==> src/rtl/lsu_byte_sequencer_pkg.sv <==
// Purpose : shared funct3 codes, FSM state type and access-size helpers for the LSU byte sequencer.
// Latency : n/a (declarations only).
// Backpressure: n/a.
package lsu_pkg;

  localparam logic [2:0] F3_B  = 3'd0;
  localparam logic [2:0] F3_H  = 3'd1;
  localparam logic [2:0] F3_W  = 3'd2;
  localparam logic [2:0] F3_BU = 3'd4;
  localparam logic [2:0] F3_HU = 3'd5;

  typedef enum logic [1:0] {
    S_IDLE,
    S_ACCESS,
    S_DRAIN,
    S_RESP
  } state_t;

  // Bytes moved for a funct3; illegal codes return 1 but are flagged separately.
  function automatic logic [2:0] size_bytes(input logic [2:0] f3);
    case (f3)
      F3_H, F3_HU: size_bytes = 3'd2;
      F3_W:        size_bytes = 3'd4;
      default:     size_bytes = 3'd1;
    endcase
  endfunction

  // Stores have no unsigned variants.
  function automatic logic funct3_legal(input logic we, input logic [2:0] f3);
    if (we) funct3_legal = (f3 == F3_B) || (f3 == F3_H) || (f3 == F3_W);
    else    funct3_legal = (f3 == F3_B) || (f3 == F3_H) || (f3 == F3_W) ||
                           (f3 == F3_BU) || (f3 == F3_HU);
  endfunction

endpackage

==> src/rtl/lsu_byte_sequencer_load_extend.sv <==
// Purpose : sign/zero extension of assembled load bytes according to funct3.
// Latency : combinational.
// Backpressure: none.
// Ports: funct3 (load type), raw (little-endian assembled bytes), rdata (extended result).
module load_extend
  import lsu_pkg::*;
(
  input  logic [2:0]  funct3,
  input  logic [31:0] raw,
  output logic [31:0] rdata
);

  always_comb begin
    rdata = raw;
    case (funct3)
      F3_B:    rdata = {{24{raw[7]}}, raw[7:0]};
      F3_BU:   rdata = {24'd0, raw[7:0]};
      F3_H:    rdata = {{16{raw[15]}}, raw[15:0]};
      F3_HU:   rdata = {16'd0, raw[15:0]};
      default: rdata = raw;
    endcase
  end

endmodule

==> src/rtl/lsu_byte_sequencer.sv <==
// Purpose : load/store sequencer; one request at a time, moved over a byte-wide RAM port.
// Latency : error 1 cycle, store N+1 cycles, load N+2 cycles from accept to resp_valid.
// Backpressure: req_ready only in IDLE; response held stable until resp_ready.
// Ports: req_* request channel (valid/ready), resp_* held response channel,
//        mem_* byte RAM port with 1-cycle read latency.
module lsu_byte_sequencer
  import lsu_pkg::*;
#(
  parameter int ADDR_W = 12
)
(
  input  logic              clk,
  input  logic              rst_n,
  input  logic              req_valid,
  output logic              req_ready,
  input  logic              req_we,
  input  logic [2:0]        req_funct3,
  input  logic [31:0]       req_base,
  input  logic [31:0]       req_offset,
  input  logic [31:0]       req_wdata,
  output logic              resp_valid,
  input  logic              resp_ready,
  output logic [31:0]       resp_rdata,
  output logic              resp_err,
  output logic              mem_en,
  output logic              mem_we,
  output logic [ADDR_W-1:0] mem_addr,
  output logic [7:0]        mem_wdata,
  input  logic [7:0]        mem_rdata
);

  localparam logic [32:0] DEPTH = 33'd1 << ADDR_W;

  state_t            state, state_nx;
  logic [1:0]        cnt;
  logic [1:0]        last_idx;
  logic [ADDR_W-1:0] addr_q;
  logic              we_q;
  logic [2:0]        f3_q;
  logic [31:0]       wdata_q;
  logic              err_q;
  logic [31:0]       raw_q;

  logic [31:0]       req_addr;
  logic [2:0]        req_n;
  logic [32:0]       req_last;
  logic              req_err;
  logic              accept;
  logic              cap_en;
  logic [1:0]        cap_idx;
  logic [31:0]       ext_rdata;

  // Last byte address computed in 33 bits so a 32-bit wrap shows up as out-of-range.
  assign req_addr = req_base + req_offset;
  assign req_n    = size_bytes(req_funct3);
  assign req_last = {1'b0, req_addr} + {30'd0, req_n} - 33'd1;

  always_comb begin
    req_err = !funct3_legal(req_we, req_funct3);
    if ((req_n == 3'd2) && req_addr[0])           req_err = 1'b1;
    if ((req_n == 3'd4) && (req_addr[1:0] != 2'b00)) req_err = 1'b1;
    if (req_last >= DEPTH)                        req_err = 1'b1;
  end

  assign accept = req_valid & req_ready;

  always_comb begin
    case (f3_q)
      F3_H, F3_HU: last_idx = 2'd1;
      F3_W:        last_idx = 2'd3;
      default:     last_idx = 2'd0;
    endcase
  end

  always_ff @(posedge clk or negedge rst_n) begin
    if (!rst_n) state <= S_IDLE;
    else        state <= state_nx;
  end

  // Read data lags the address by a cycle, so in ACCESS byte cnt-1 is captured;
  // DRAIN exists only to capture the final byte.
  always_comb begin
    state_nx  = state;
    req_ready = 1'b0;
    resp_valid = 1'b0;
    mem_en    = 1'b0;
    mem_we    = 1'b0;
    mem_addr  = '0;
    mem_wdata = 8'd0;
    cap_en    = 1'b0;
    cap_idx   = cnt - 2'd1;
    case (state)
      S_IDLE: begin
        req_ready = 1'b1;
        if (req_valid) state_nx = req_err ? S_RESP : S_ACCESS;
      end
      S_ACCESS: begin
        mem_en   = 1'b1;
        mem_we   = we_q;
        mem_addr = addr_q + ADDR_W'(cnt);
        if (we_q) begin
          case (cnt)
            2'd0:    mem_wdata = wdata_q[7:0];
            2'd1:    mem_wdata = wdata_q[15:8];
            2'd2:    mem_wdata = wdata_q[23:16];
            default: mem_wdata = wdata_q[31:24];
          endcase
        end
        cap_en = !we_q && (cnt != 2'd0);
        if (cnt == last_idx) state_nx = we_q ? S_RESP : S_DRAIN;
      end
      S_DRAIN: begin
        cap_en   = 1'b1;
        cap_idx  = last_idx;
        state_nx = S_RESP;
      end
      S_RESP: begin
        resp_valid = 1'b1;
        if (resp_ready) state_nx = S_IDLE;
      end
      default: state_nx = S_IDLE;
    endcase
  end

  always_ff @(posedge clk or negedge rst_n) begin
    if (!rst_n) begin
      cnt     <= 2'd0;
      addr_q  <= '0;
      we_q    <= 1'b0;
      f3_q    <= 3'd0;
      wdata_q <= 32'd0;
      err_q   <= 1'b0;
      raw_q   <= 32'd0;
    end else if (accept) begin
      cnt     <= 2'd0;
      addr_q  <= req_addr[ADDR_W-1:0];
      we_q    <= req_we;
      f3_q    <= req_funct3;
      wdata_q <= req_wdata;
      err_q   <= req_err;
      raw_q   <= 32'd0;
    end else begin
      if (state == S_ACCESS) cnt <= (cnt == last_idx) ? 2'd0 : cnt + 2'd1;
      if (cap_en) begin
        case (cap_idx)
          2'd0:    raw_q[7:0]   <= mem_rdata;
          2'd1:    raw_q[15:8]  <= mem_rdata;
          2'd2:    raw_q[23:16] <= mem_rdata;
          default: raw_q[31:24] <= mem_rdata;
        endcase
      end
    end
  end

  load_extend u_load_extend (
    .funct3 (f3_q),
    .raw    (raw_q),
    .rdata  (ext_rdata)
  );

  assign resp_err   = (state == S_RESP) && err_q;
  assign resp_rdata = ((state == S_RESP) && !err_q && !we_q) ? ext_rdata : 32'd0;

endmodule

==> config.mk <==
export PLATFORM = sky130hd
export DESIGN_NAME = lsu_byte_sequencer
export DESIGN_NICKNAME = d
export VERILOG_FILES = /design/src/rtl/lsu_byte_sequencer_pkg.sv /design/src/rtl/lsu_byte_sequencer_load_extend.sv /design/src/rtl/lsu_byte_sequencer.sv
export SDC_FILE = /design/constraint.sdc
export NUM_CORES = 1
export LEC_CHECK = 0
export CORE_ASPECT_RATIO = 1.1
export CORE_MARGIN = 2
export CORE_UTILIZATION = 46
export DETAILED_ROUTE_END_ITERATION = 6
export HOLD_SLACK_MARGIN = 0.15
export PLACE_DENSITY_LB_ADDON = 0.3
export SLEW_MARGIN = 20
export SYNTH_ARGS = -nofsm -noshare
export SYNTH_HDL_FRONTEND = slang
export SYNTH_SLANG_ARGS = --single-unit
==> constraint.sdc <==
create_clock -name clk -period 2.7 [get_ports clk]
set_clock_uncertainty 0.15 [all_clocks]
set_input_delay 0.675 -clock clk [delete_from_list [all_inputs] [get_ports clk]]
set_output_delay 0.675 -clock clk [all_outputs]
set_load 0.01 [all_outputs]
**Word level (Yosys, flattened, before mapping)**

Cells that the tools add are included.

- Latch bits: 0
- Memory bits (writable): 0
- Register bits after elaboration: 85
- Memories: 0
- Input port bits: 112
- ROM bits: 0

- Shift-type cells: 0
- Multipliers: 0
- Bitwise operators: 1
- Divide/modulo/power cells: 0
- Order comparisons: 1
- Mux-type cells: 33
- Reduce and logical (&&, ||, !) cells: 33
- $add $sub $neg: 6
- Equal/unequal tests: 22

Operators with widths:

| cell | count |
|---|---|
| 32-bit one-hot mux with 4 select lines | 1 |
| 32-bit two-way mux | 3 |
| 8-bit two-way mux | 6 |
| 32-bit by 3-bit adder with 33-bit output | 1 |
| 33-bit by 13-bit >= comparator with 1-bit output, second input constant | 1 |
| 33-bit by 1-bit subtractor with 33-bit output, second input constant | 1 |
| 32-bit adder | 1 |
| 8-bit one-hot mux with 3 select lines | 1 |
| 2-bit two-way mux | 8 |
| 3-bit == test, second input constant | 5 |
| 2-bit nonzero test | 7 |
| 12-bit by 2-bit adder with 12-bit output | 1 |
| 12-bit two-way mux | 1 |
| 3-bit by 2-bit == test with 1-bit output, second input constant | 3 |
| 1-bit two-way mux | 9 |
| 2-bit == test, second input constant | 4 |
| 2-bit one-hot mux with 4 select lines | 1 |
| 2-bit AND reduction | 4 |
| 2-bit by 1-bit == test with 1-bit output, second input constant | 3 |
| 3-bit by 1-bit == test with 1-bit output, second input constant | 2 |
| 1-bit logical AND | 6 |
| 2-bit zero test | 3 |
| 3-bit zero test | 2 |
| 2-bit != test, second input constant | 3 |
| 13 further kinds | 19 |

**Logic depth before layout (Yosys ltp)**

- Depth after elaboration: 13
- Gate-level depth with buffers: 27

**Cells and area by module**

From an unflattened synthesis, not the netlist that was laid out.

- Cell total of the unflattened synthesis: 1058
- Area total of the unflattened synthesis: 8136.6 µm²

Modules (own cells, without submodules):

| module | cells each | area each (µm²) | seq. area each (µm²) | times used |
|---|---|---|---|---|
| lsu_byte_sequencer | 991 | 7781.2 | 2127.0 | 1 |
| load_extend | 67 | 355.3 | 0.0 | 1 |

**Least setup slack after synthesis**

Ideal clock, no wire load.

- Path kind: input to register
- Start: in req_base[15]
- End: reg state[1]
- Cell stages on the path: 25
- Data arrival time: 5.187 ns
- Path buffers: 2
- Setup slack: -2.775 ns
- Path through: ha_1 > buf_2 > and4_1 > clkbuf_1 > and4_1 > a21bo_2 > a31o_2 > nand2_1 > a21oi_1 > nor2_1 > nor3_1 > or3_1 > ha_1 > and2_1 > and3_1 > a221oi_1 > o21ai_0 > xor2_1 > nor2_1 > nand2_1 > o21a_1 > nor4_1 > nand4_1 > nor4_1 > o22ai_1

- Word-level cells in the longest chain between the ends: 8

RTL lines:

| item | RTL line | text |
|---|---|---|
| start, declared | lsu_byte_sequencer.sv:18 | `input logic [31:0] req_base,` |
| 32-bit adder | lsu_byte_sequencer.sv:54 | `assign req_addr = req_base + req_offset;` |
| 32-bit by 3-bit adder with 33-bit output | lsu_byte_sequencer.sv:56 | `assign req_last = {1'b0, req_addr} + {30'd0, req_n} - 33'd1;` |
| 33-bit by 1-bit subtractor with 33-bit output | lsu_byte_sequencer.sv:56 |  |
| 33-bit by 13-bit >= comparator with 1-bit output | lsu_byte_sequencer.sv:62 | `if (req_last >= DEPTH) req_err = 1'b1;` |
| 1-bit two-way mux | lsu_byte_sequencer.sv:62 |  |
| 2-bit two-way mux (2 in a row) | lsu_byte_sequencer.sv:95 | `if (req_valid) state_nx = req_err ? S_RESP : S_ACCESS;` |
| 2-bit one-hot mux with 4 select lines | lsu_byte_sequencer.sv:92 | `case (state)` |
| end signal, assigned | lsu_byte_sequencer.sv:77 | `else state <= state_nx;` |
| end, declared | lsu_byte_sequencer.sv:34 | `state_t state, state_nx;` |

No other way between the ends. The select of a mux whose other input is x is not followed.
A chain may end at the register's enable or synchronous reset.

**Final worst setup path**

- Start: in req_offset[4]
- End: reg state[1]

- Word-level cells in the longest chain between the ends: 8

RTL lines:

| item | RTL line | text |
|---|---|---|
| start, declared | lsu_byte_sequencer.sv:19 | `input logic [31:0] req_offset,` |
| 32-bit adder | lsu_byte_sequencer.sv:54 |  |
| named net req_addr[9] | lsu_byte_sequencer.sv:44 | `logic [31:0] req_addr;` |
| 32-bit by 3-bit adder with 33-bit output | lsu_byte_sequencer.sv:56 |  |
| 33-bit by 1-bit subtractor with 33-bit output | lsu_byte_sequencer.sv:56 |  |
| 33-bit by 13-bit >= comparator with 1-bit output | lsu_byte_sequencer.sv:62 |  |
| 1-bit two-way mux | lsu_byte_sequencer.sv:62 |  |
| 2-bit two-way mux (2 in a row) | lsu_byte_sequencer.sv:95 |  |
| 2-bit one-hot mux with 4 select lines | lsu_byte_sequencer.sv:92 |  |

The timed path passes the listed nets, and every way through them passes these cells. The select of a mux whose other input is x is not followed.

==> flow_summary_export.csv <==
group,metric,value,unit
global_routing,grt_pass1_wl,42.2,mm
timing,relSlewSlack,0.613,
finish,final_nets,1668,
clock_network,clk_latency,0.34,ns
timing,drv_slew,0,
die,core-area,0.0170,mm^2
power,power.density,759,mW/mm^2
routing,drt-initial-drc-count,656,
outcome,violations,"setup timing",
global_routing,antenna_found_initial,0,
synthesis,synth_top_area_cell,"dfrtp_1",
synthesis,synth_most_common_cell,"nand2_1",
placement,post_dp_cell_area,0.0119,mm^2
min_path,holdCritPathClass,"in2async",
synthesis,syn_area_per_cell,7.73,um^2
clock_network,numClockSinks,85,
synthesis,syn_area,0.00799,mm^2
die,start_util,0.469,
routing,drc,0,
synthesis,ys.flop_type,"dfrtp_1",
synthesis,synthMuxAreaShare,0.0481,
synthesis,synth-seq-area-share,0.266,
synthesis,synth-edff-count,0,
die,num_rows,50,
synthesis,synth-simple-area-share,0.234,
routing,ant_nets,0,
synthesis,ys_warn_count,0,
routing,detail_route.first_pass.iterations,5,
critical_path,criticalPathCategory,"in2reg",
die,ios,169,
critical_path,slowest_stage,"a311o_1",
routing,routed_wl,27.8,mm
timing,rsz0062_at_grt,"yes",
critical_path,cp_max_fo,3,
critical_path,cp_data_arrival_time,5.34,ns
synthesis,synth_xor_area_frac,0.0482,
power,vdd_drop_max,0.000586,V
die,die_w,130,um
placement,gp_congestion,0.939,
synthesis,yosysUniqueCellTypes,75,
clock_network,path_clk_slew,0.06,ns
timing,setup_ws,-2.53,ns
critical_path,required,2.80,ns
timing,hold_viol,0,
global_routing,grt_max_degree,71,
clock_network,cts_root_buffer,"clkbuf_16",
finish,fin_util,0.791,
finish,antenna_cells,0,
synthesis,synth_top_family_by_area,"simple AND/OR/NAND/NOR gates",
timing,fin_crit_sh,1.94,
routing,vias,9568,
routing,wl_per_cell,16.2,um
global_routing,grt_use_total,0.277,
synthesis,syn-num-nets,1220,
die,fp.dieH,142,um
critical_path,crit_path_start_kind,"primary input",
placement,io_buffers,168,
clock_network,cts_buffers,9,
synthesis,yosys-top-cells-count,"nand2_1 (174), dfrtp_1 (85), a21oi_1 (84), nor2_1 (77), inv_1 (73)",
die,die_area,0.0184,mm^2
placement,dpl.hpwl,18.6,mm
critical_path,cpPeakStageDelay,0.39,ns
finish,drive_above_1_share,0.364,
synthesis,synth_top_area_share,0.266,
synthesis,synth_cells,1034,
clock_network,cts.htree.levels,3,
synthesis,synth-compound-area-share,0.231,
timing,tightest_slew,0.580,ns
synthesis,async_reset_ff_frac,1.00,
run,maxCapViolCount,0,
synthesis,synth-adder-area-share,0.119,
finish,syn_to_final_growth,68.6,%
routing,viasPerCell,5.56,
outcome,status,"finished with violations",
critical_path,worstSetupEndpointType,"register",
synthesis,synth_area_leaders,"dfrtp_1 (27%), ha_1 (11%), nand2_1 (8.2%)",
timing,fmax,191,MHz
timing,fin_crit,5.23,ns
global_routing,grt_overflow,0,
finish,finalInstanceArea,0.0135,mm^2
clock_network,clockBufferDepth,2,
synthesis,synth_seq_cells,85,
global_routing,grt_pass1_vias,9324,
timing,setup_viol,20,
clock_network,cts_tree,"yes",
power,power_leakage,6.77,nW
-- stage by stage --
stage / setup slack [ns] / power (W) / cells / hold WS (ns) / setup TNS [ns]
after floorplan: -2.36 / 0.00549 / 1034 / 0.229 / -4.70
after global placement: -3.09 / 0.00782 / 1643 / 0.307 / -11.60
after detailed placement: -3.25 / 0.00801 / 1643 / 0.314 / -12.64
after CTS: -2.38 / 0.00957 / 1705 / 0.197 / -6.60
after global routing: -2.77 / 0.0110 / 1721 / 0.213 / -9.73
final: -2.53 / 0.0102 / 1721 / 0.177 / -7.89
-- flip-flops by register name, indices dropped and copies added, names as in the netlist --
name	count
addr_q	12
f3_q	3
wdata_q	32
raw_q	32
we_q	1
state	2
cnt	2
err_q	1
-- area by class of cell --
type | instances | area [um^2]
timing repair buffer | 478 | 3970
fill | 1121 | 3550
tap | 234 | 293
sequential | 85 | 2130
clock buffer | 13 | 260
inverter | 73 | 279
multi-input combinational | 835 | 6520
clock inverter | 3 | 20.0
-- path summary, 6_finish.rpt --
kind                                    to     startpoint  cells after the start  slack [ns]
worst max-delay path              state[1]  req_offset[4]                     25       -2.53
worst min-delay path            wdata_q[0]          rst_n                      1        0.18
worst max register to register   raw_q[18]         cnt[0]                     11        0.06
worst min register to register  wdata_q[5]     wdata_q[5]                      2        0.33
max in group asynchronous             we_q          rst_n                      2        1.60
min in group clk                wdata_q[5]     wdata_q[5]                      2        0.33
-- metal layers --
| layer | vias to the layer above | wire, um | track usage |
|---|---|---|---|
| met4 | 0 | 1010 | 0.106 |
| met2 | 380 | 14700 | 0.514 |
| met5 | - | 0 | 0 |
| li1 | 4577 | - | - |
| met3 | 96 | 1430 | 0.0338 |
| met1 | 4515 | 10700 | 0.323 |
-- placed cells by master, fill, tap and decap left out, types with 6 or more instances in the layout --
cell,instances
o211ai_1,7
nor2_2,7
xor2_1,20
a31oi_1,6
clkdlybuf4s50_1,70
ha_1,37
nand3_1,14
buf_4,276
a21o_1,19
xnor2_1,17
nand2_1,166
dlymetal6s2s_1,11
xnor2_2,6
nor2_1,68
o31ai_1,6
a21oi_1,58
nand2b_1,12
dlygate4sd2_1,19
dfrtp_1,83
buf_2,30
o21ai_1,12
and2_1,14
o21bai_1,8
clkbuf_16,9
clkbuf_2,12
o21ai_0,42
clkdlybuf4s15_1,18
a21oi_2,22
ha_4,32
or3_1,11
a222oi_1,8
o21a_1,6
buf_6,34
mux2i_1,35
nand4_1,9
and3_1,14
a211oi_1,7
nor3_1,20
o21ai_2,8
inv_1,68
-- what timing repair did --
action,4_1_cts,5_1_grt
hold buffers,0,0
cloned,0,1
pin swaps,116,97
setup endpoints to repair,51,55
gates resized for setup,325,132
buffers inserted,46,18
-- cells by family after synthesis --
kind of cell,Yosys count
mux,38
xor+xnor,44
simple gates,401
compound gates,278
buf+inv,114
flops,85
fa+ha+maj,74
-- power by group --
| group | switching (W) | internal [W] |
|---|---|---|
| sequential | 0.000383 | 0.00184 |
| clock | 0.000491 | 0.000672 |
| combinational | 0.00346 | 0.00338 |
| total | 0.00433 | 0.00589 |
-- worst max-delay path: cells and delay by family --
family	cells	cell delay, ns
AO/OA/AOI/OAI	13	2.72
AND/OR/NAND/NOR	6	0.74
adder cells (fa/ha/maj)	2	0.51
multiplexers	1	0.32
buffers and inverters	2	0.19
XOR/XNOR	1	0.16
Note: power is estimated with default switching activity, not from simulation.
